**src/rtl/vend_pkg.sv**
```systemverilog
// Shared vending datapath types: coin codes and the coin acceptor state encoding.
// vending_machine_p2 decodes the same coin constants.
package vend_pkg;

   typedef logic [1:0] coin_t;

   localparam coin_t COIN_NONE = 2'b00;
   localparam coin_t COIN_HALF = 2'b01;
   localparam coin_t COIN_ONE  = 2'b10;

   typedef enum logic [2:0] {
      IDLE,
      HIGH,
      GAP,
      EMIT,
      JAM
   } acc_state_t;

   // One pulse is half a unit, two pulses a full unit; anything else is refused.
   function automatic coin_t decode_coin(input logic [1:0] pcnt, input logic frame_ok);
      if (!frame_ok) return COIN_NONE;
      case (pcnt)
         2'd1:    return COIN_HALF;
         2'd2:    return COIN_ONE;
         default: return COIN_NONE;
      endcase
   endfunction

endpackage

```
**src/rtl/sync_debounce.sv**
```systemverilog
// Two-flop synchronizer plus counter debouncer with single-cycle edge strobes.
// The strobes fire in the same cycle the debounced level first shows its new value.
module sync_debounce #(
   parameter int DEB_CYC = 4
) (
   input  logic clk,
   input  logic rstn,
   input  logic din,
   output logic level,
   output logic rise,
   output logic fall
);

   localparam int CW = (DEB_CYC > 1) ? $clog2(DEB_CYC) : 1;
   localparam logic [CW-1:0] CNT_LAST = CW'(DEB_CYC - 1);

   logic          sync_q1;
   logic          sync;
   logic [CW-1:0] cnt;

   // NOTE: sequential state uses non-blocking (<=) so every flop samples pre-edge values.
   always_ff @(posedge clk) begin
      if (!rstn) begin
         sync_q1 <= 1'b0;
         sync    <= 1'b0;
         cnt     <= '0;
         level   <= 1'b0;
         rise    <= 1'b0;
         fall    <= 1'b0;
      end else begin
         sync_q1 <= din;
         sync    <= sync_q1;
         rise    <= 1'b0;
         fall    <= 1'b0;
         if (sync == level) begin
            cnt <= '0;
         end else if (cnt == CNT_LAST) begin
            cnt   <= '0;
            level <= sync;
            rise  <= sync;
            fall  <= ~sync;
         end else begin
            cnt <= cnt + 1'b1;
         end
      end
   end

endmodule

```
**src/rtl/coin_acceptor.sv**
```systemverilog
// Coin acceptor front end: turns the bouncy coin-mechanism pulse train into a
// one-cycle coin code, refusing malformed frames, jams and disabled insertions.
module coin_acceptor
   import vend_pkg::*;
#(
   parameter int DEB_CYC  = 4,
   parameter int GAP_CYC  = 20,
   parameter int HIGH_MAX = 64
) (
   input  logic       clk,
   input  logic       rstn,
   input  logic       en,
   input  logic       pulse_in,
   output logic [1:0] coin,
   output logic       reject,
   output logic       busy
);

   localparam int HW = (HIGH_MAX > 1) ? $clog2(HIGH_MAX) : 1;
   localparam int GW = (GAP_CYC > 1) ? $clog2(GAP_CYC) : 1;
   localparam logic [HW-1:0] HCNT_LAST = HW'(HIGH_MAX - 1);
   localparam logic [GW-1:0] GCNT_LAST = GW'(GAP_CYC - 1);

   logic db, rise, fall;

   sync_debounce #(
      .DEB_CYC (DEB_CYC)
   ) u_sync_debounce (
      .clk   (clk),
      .rstn  (rstn),
      .din   (pulse_in),
      .level (db),
      .rise  (rise),
      .fall  (fall)
   );

   acc_state_t    state, state_d;
   logic [1:0]    pcnt, pcnt_d;
   logic          frame_ok, frame_ok_d;
   logic [HW-1:0] hcnt, hcnt_d;
   logic [GW-1:0] gcnt, gcnt_d;
   coin_t         coin_d;
   logic          reject_d;

   // NOTE: every always_comb output gets a default first, so no path can infer a latch.
   always_comb begin
      state_d    = state;
      pcnt_d     = pcnt;
      frame_ok_d = frame_ok;
      hcnt_d     = hcnt;
      gcnt_d     = gcnt;
      coin_d     = COIN_NONE;
      reject_d   = 1'b0;
      case (state)
         IDLE: begin
            if (rise) begin
               state_d    = HIGH;
               pcnt_d     = 2'd1;
               frame_ok_d = en;
               hcnt_d     = '0;
            end
         end
         HIGH: begin
            frame_ok_d = frame_ok & en;
            if (fall) begin
               state_d = GAP;
               gcnt_d  = '0;
            end else if (hcnt == HCNT_LAST) begin
               state_d  = JAM;
               reject_d = 1'b1;
            end else begin
               hcnt_d = hcnt + 1'b1;
            end
         end
         GAP: begin
            frame_ok_d = frame_ok & en;
            if (rise) begin
               state_d = HIGH;
               hcnt_d  = '0;
               if (pcnt != 2'd3) pcnt_d = pcnt + 1'b1;
            end else if (gcnt == GCNT_LAST) begin
               // Outputs are registered on the way into EMIT so they line up with it.
               state_d  = EMIT;
               coin_d   = decode_coin(pcnt, frame_ok_d);
               reject_d = (coin_d == COIN_NONE);
            end else begin
               gcnt_d = gcnt + 1'b1;
            end
         end
         EMIT: state_d = IDLE;
         JAM: begin
            if (fall) state_d = IDLE;
         end
         default: state_d = IDLE;
      endcase
   end

   always_ff @(posedge clk) begin
      if (!rstn) begin
         state    <= IDLE;
         pcnt     <= '0;
         frame_ok <= 1'b0;
         hcnt     <= '0;
         gcnt     <= '0;
         coin     <= COIN_NONE;
         reject   <= 1'b0;
      end else begin
         state    <= state_d;
         pcnt     <= pcnt_d;
         frame_ok <= frame_ok_d;
         hcnt     <= hcnt_d;
         gcnt     <= gcnt_d;
         coin     <= coin_d;
         reject   <= reject_d;
      end
   end

   assign busy = (state != IDLE);

endmodule
```
**config.mk**
```make
export PLATFORM = sky130hd
export DESIGN_NAME = coin_acceptor
export DESIGN_NICKNAME = d
export VERILOG_FILES = /design/src/rtl/vend_pkg.sv /design/src/rtl/sync_debounce.sv /design/src/rtl/coin_acceptor.sv
export SDC_FILE = /design/constraint.sdc
export NUM_CORES = 1
export LEC_CHECK = 0
export ABC_AREA = 1
export CAP_MARGIN = 5
export CORE_MARGIN = 2
export CORE_UTILIZATION = 52
export CTS_CLUSTER_DIAMETER = 120
export DETAILED_ROUTE_END_ITERATION = 8
export HOLD_SLACK_MARGIN = 0.05
export PLACE_DENSITY = 0.7
export SYNTH_ARGS = -nofsm -noshare
export SYNTH_HDL_FRONTEND = slang
export SYNTH_SLANG_ARGS = --single-unit
```
**constraint.sdc**
```tcl
create_clock -name clk -period 1.55 [get_ports clk]
set_clock_uncertainty 0.2 [all_clocks]
set_input_delay 0.155 -clock clk [delete_from_list [all_inputs] [get_ports clk]]
set_output_delay 0.155 -clock clk [all_outputs]
set_load 0.005 [all_outputs]
```
==> reports/qor.yml <==
run_status:
  status: "finished clean"
worst_setup_path:
  startpoint: "state[0]$_SDFFE_PN0P_"
  rrSetupSlack_ns: 0.04
  path_class: "reg2reg"
  cp-start-kind: "flip-flop"
  end_kind: "flip-flop"
  crit_path_max_fanout: 8
  required_ns: 1.58
  cp.arrival_ns: 1.54
  r2r_start: "state[0]$_SDFFE_PN0P_"
sta:
  final-hold-violation-count: 0
  setup_viol: 0
  clock.fmax_mhz: 660
  period_share_pct: 97.7
  finalWorstSetupSlack_ns: 0.0354
  rsz0062_at_grt: "yes"
  final-max-slew-violation-count: 0
  worst_pin_slew_ns: 0.322
  slew_headroom_pct: 78.5
  period_needed_ns: 1.51
synthesis:
  ys_ff_latch: 27
  ys_seq_area_share_pct: 40.2
  ys_warn_count: 0
  async_reset_ff_share_pct: 0
  synth_nets: 193
  yosys_most_used_dff: "dfxtp_1"
  synth_edf_count: 0
  yosysUniqueCellTypes: 25
  avgSynthCellArea_sq_um: 7.35
  syn_inst: 183
  synth.cell_area_sq_mm: 0.00135
global_routing:
  grt_pass1_wl_microns: 4560
  met2_usage_pct: 38.1
  grt_max_degree: 18
  first_global_vias: 1143
  use_met1_pct: 25.5
  overflow: 0
  antenna_found_initial: 0
  grt_use_met3_pct: 2.73
  grtUsageTotal_pct: 21.3
  busiest_layer: "met2"
flow_run:
  drv_cap: 0
min_path:
  hold_start: "pulse_in"
  min_path_type: "in2reg"
power_and_ir_drop:
  power_density_mw_per_mm2: 619
  power_w: 0.00104
  power_leakage_nw: 0.709
  ir_worst_vdd_mv: 0.499
drt:
  vias: 1292
  firstDrtPassIters: 4
  wire_per_inst_microns: 12.3
  drcViolationCount: 0
  antenna_left: 0
  routed_via_density: 5.41
  drt-initial-drc-count: 35
  routed_wl_microns: 2950
cts:
  cts_made_buffers: 3
  tritoncts: "built"
  clk_latency_ns: 0.34
  clockBufferDepth: 2
  cts-root-buf: "clkbuf_4"
  htreeDepth: 1
  clk_pin_slew_ns: 0.17
  cts.sinks: 27
finish:
  final_common_cell: "nand2_1"
  diodes: 0
  area_growth_syn_to_layout_pct: 25.4
  instances_no_fill: 239
  final_util_pct: 68.7
  fin_nets: 220
  layout_common_cells: "nand2_1, nor2_1, inv_1"
  drive_gt1_share_pct: 25.4
  nFillCells: 209
floorplanning:
  rows: 18
  die_h_microns: 54.9
  io_pins: 8
  fp.dieW_microns: 54.9
  die_area_sq_mm: 0.00301
  start_util_pct: 54.8
  core_sq_mm: 0.00245
placement:
  numPortBuffers: 7
  pre_cts_ws_ns: -0.0482
  hpwl_microns: 2120
  dp_cells: 228
  gp_congestion: 0.813
-- synth_stat cells, types with 2 or more instances --
master | count | area share [%]
a21oi_1 | 17 | 6.3
a31oi_1 | 2 | 0.93
dfxtp_1 | 27 | 40
ha_1 | 6 | 5.6
inv_1 | 21 | 5.9
inv_2 | 2 | 0.56
nand2_1 | 33 | 9.2
nand2_2 | 3 | 1.4
nand2_4 | 3 | 2.5
nand3_1 | 16 | 6.0
nand4_1 | 5 | 2.3
nor2_1 | 23 | 6.4
nor2_4 | 4 | 3.3
nor3_1 | 2 | 0.74
nor4_1 | 3 | 1.4
o21ai_0 | 7 | 2.6
-- power by group --
| part | leakage (nW) | internal, W | switching (W) |
|---|---|---|---|
| Clock | 0.0177 | 0.0000967 | 0.000216 |
| Combinational | 0.468 | 0.0000148 | 0.0000177 |
| Sequential | 0.223 | 0.000695 | 0.00000208 |
| Total | 0.709 | 0.000807 | 0.000236 |
-- stage by stage --
stage | TNS, ns | hold WS (ns) | instance area [sq um]
detailed placement | -0.151 | 0.215 | 1520
global route | -0.0976 | 0.145 | 1690
CTS | 0 | 0.125 | 1590
floorplan | 0 | 0.0485 | 1350
global placement | 0 | 0.200 | 1520
finish | 0 | 0.117 | 1690
-- state kept, by name (all words and copies together), names as in the netlist --
register                 count
coin                         2
frame_ok                     1
gcnt                         5
hcnt                         6
pcnt                         2
reject                       1
state                        3
u_sync_debounce.cnt          2
u_sync_debounce.fall         1
u_sync_debounce.level        1
u_sync_debounce.rise         1
u_sync_debounce.sync         1
u_sync_debounce.sync_q1      1
-- layer usage --
layer	vias to the layer above	part of all wire [%]	wire length [microns]
met5	-	0	0
met4	0	0.85	25
met3	4	2.3	69
met2	18	52	1520
met1	609	45	1330
li1	661	-	-
-- what timing repair did --
action,in CTS,in global routing
pin swaps,2,4
setup buffers,4,3
endpoints found under the hold margin,0,0
setup endpoints to repair,7,18
resized for setup,9,24
hold buffers,0,0
cloned,0,0
-- layout make-up --
| cell class | count | area, sq um | share of cell area, % |
|---|---|---|---|
| well taps | 30 | 37.5 | 2.23 |
| clock buffers | 3 | 22.5 | 1.34 |
| repair buffers | 23 | 205 | 12.2 |
| multi-input cells | 131 | 772 | 45.8 |
| clock inverters | 1 | 5.00 | 0.297 |
| inverters | 24 | 90.1 | 5.34 |
| flip-flops and latches | 27 | 554 | 32.9 |
-- kinds of logic (layout without fill, tap and decap cells) --
| group | after synthesis | after routing | synth area share [%] |
|---|---|---|---|
| and+or+nand+nor | 96 | 96 | 35.7 |
| DFF | 27 | 27 | 40.2 |
| adders and majority gates | 6 | 6 | 5.58 |
| AOI/OAI and AO/OA | 29 | 29 | 11.5 |
| buffers and inverters | 25 | 51 | 6.98 |
-- critical path, stage by stage, from the launching register on --
cell     delay, ns
dfxtp_4       0.40
buf_6         0.11
nand2_2       0.06
nor2_4        0.21
nand2_4       0.11
nand2_4       0.12
inv_2         0.05
nor2_2        0.10
nor2_1        0.05
-- final timing paths --
path                            cells past startpoint                                 end
worst max-delay path                                8                gcnt[0]$_SDFFE_PN0P_
worst min-delay path                                3  u_sync_debounce.sync_q1$_SDFF_PN0_
worst max register to register                      8                gcnt[0]$_SDFFE_PN0P_
worst min register to register                      1   u_sync_debounce.cnt[0]$_SDFF_PP0_
Power figures use the tool's default switching activity.
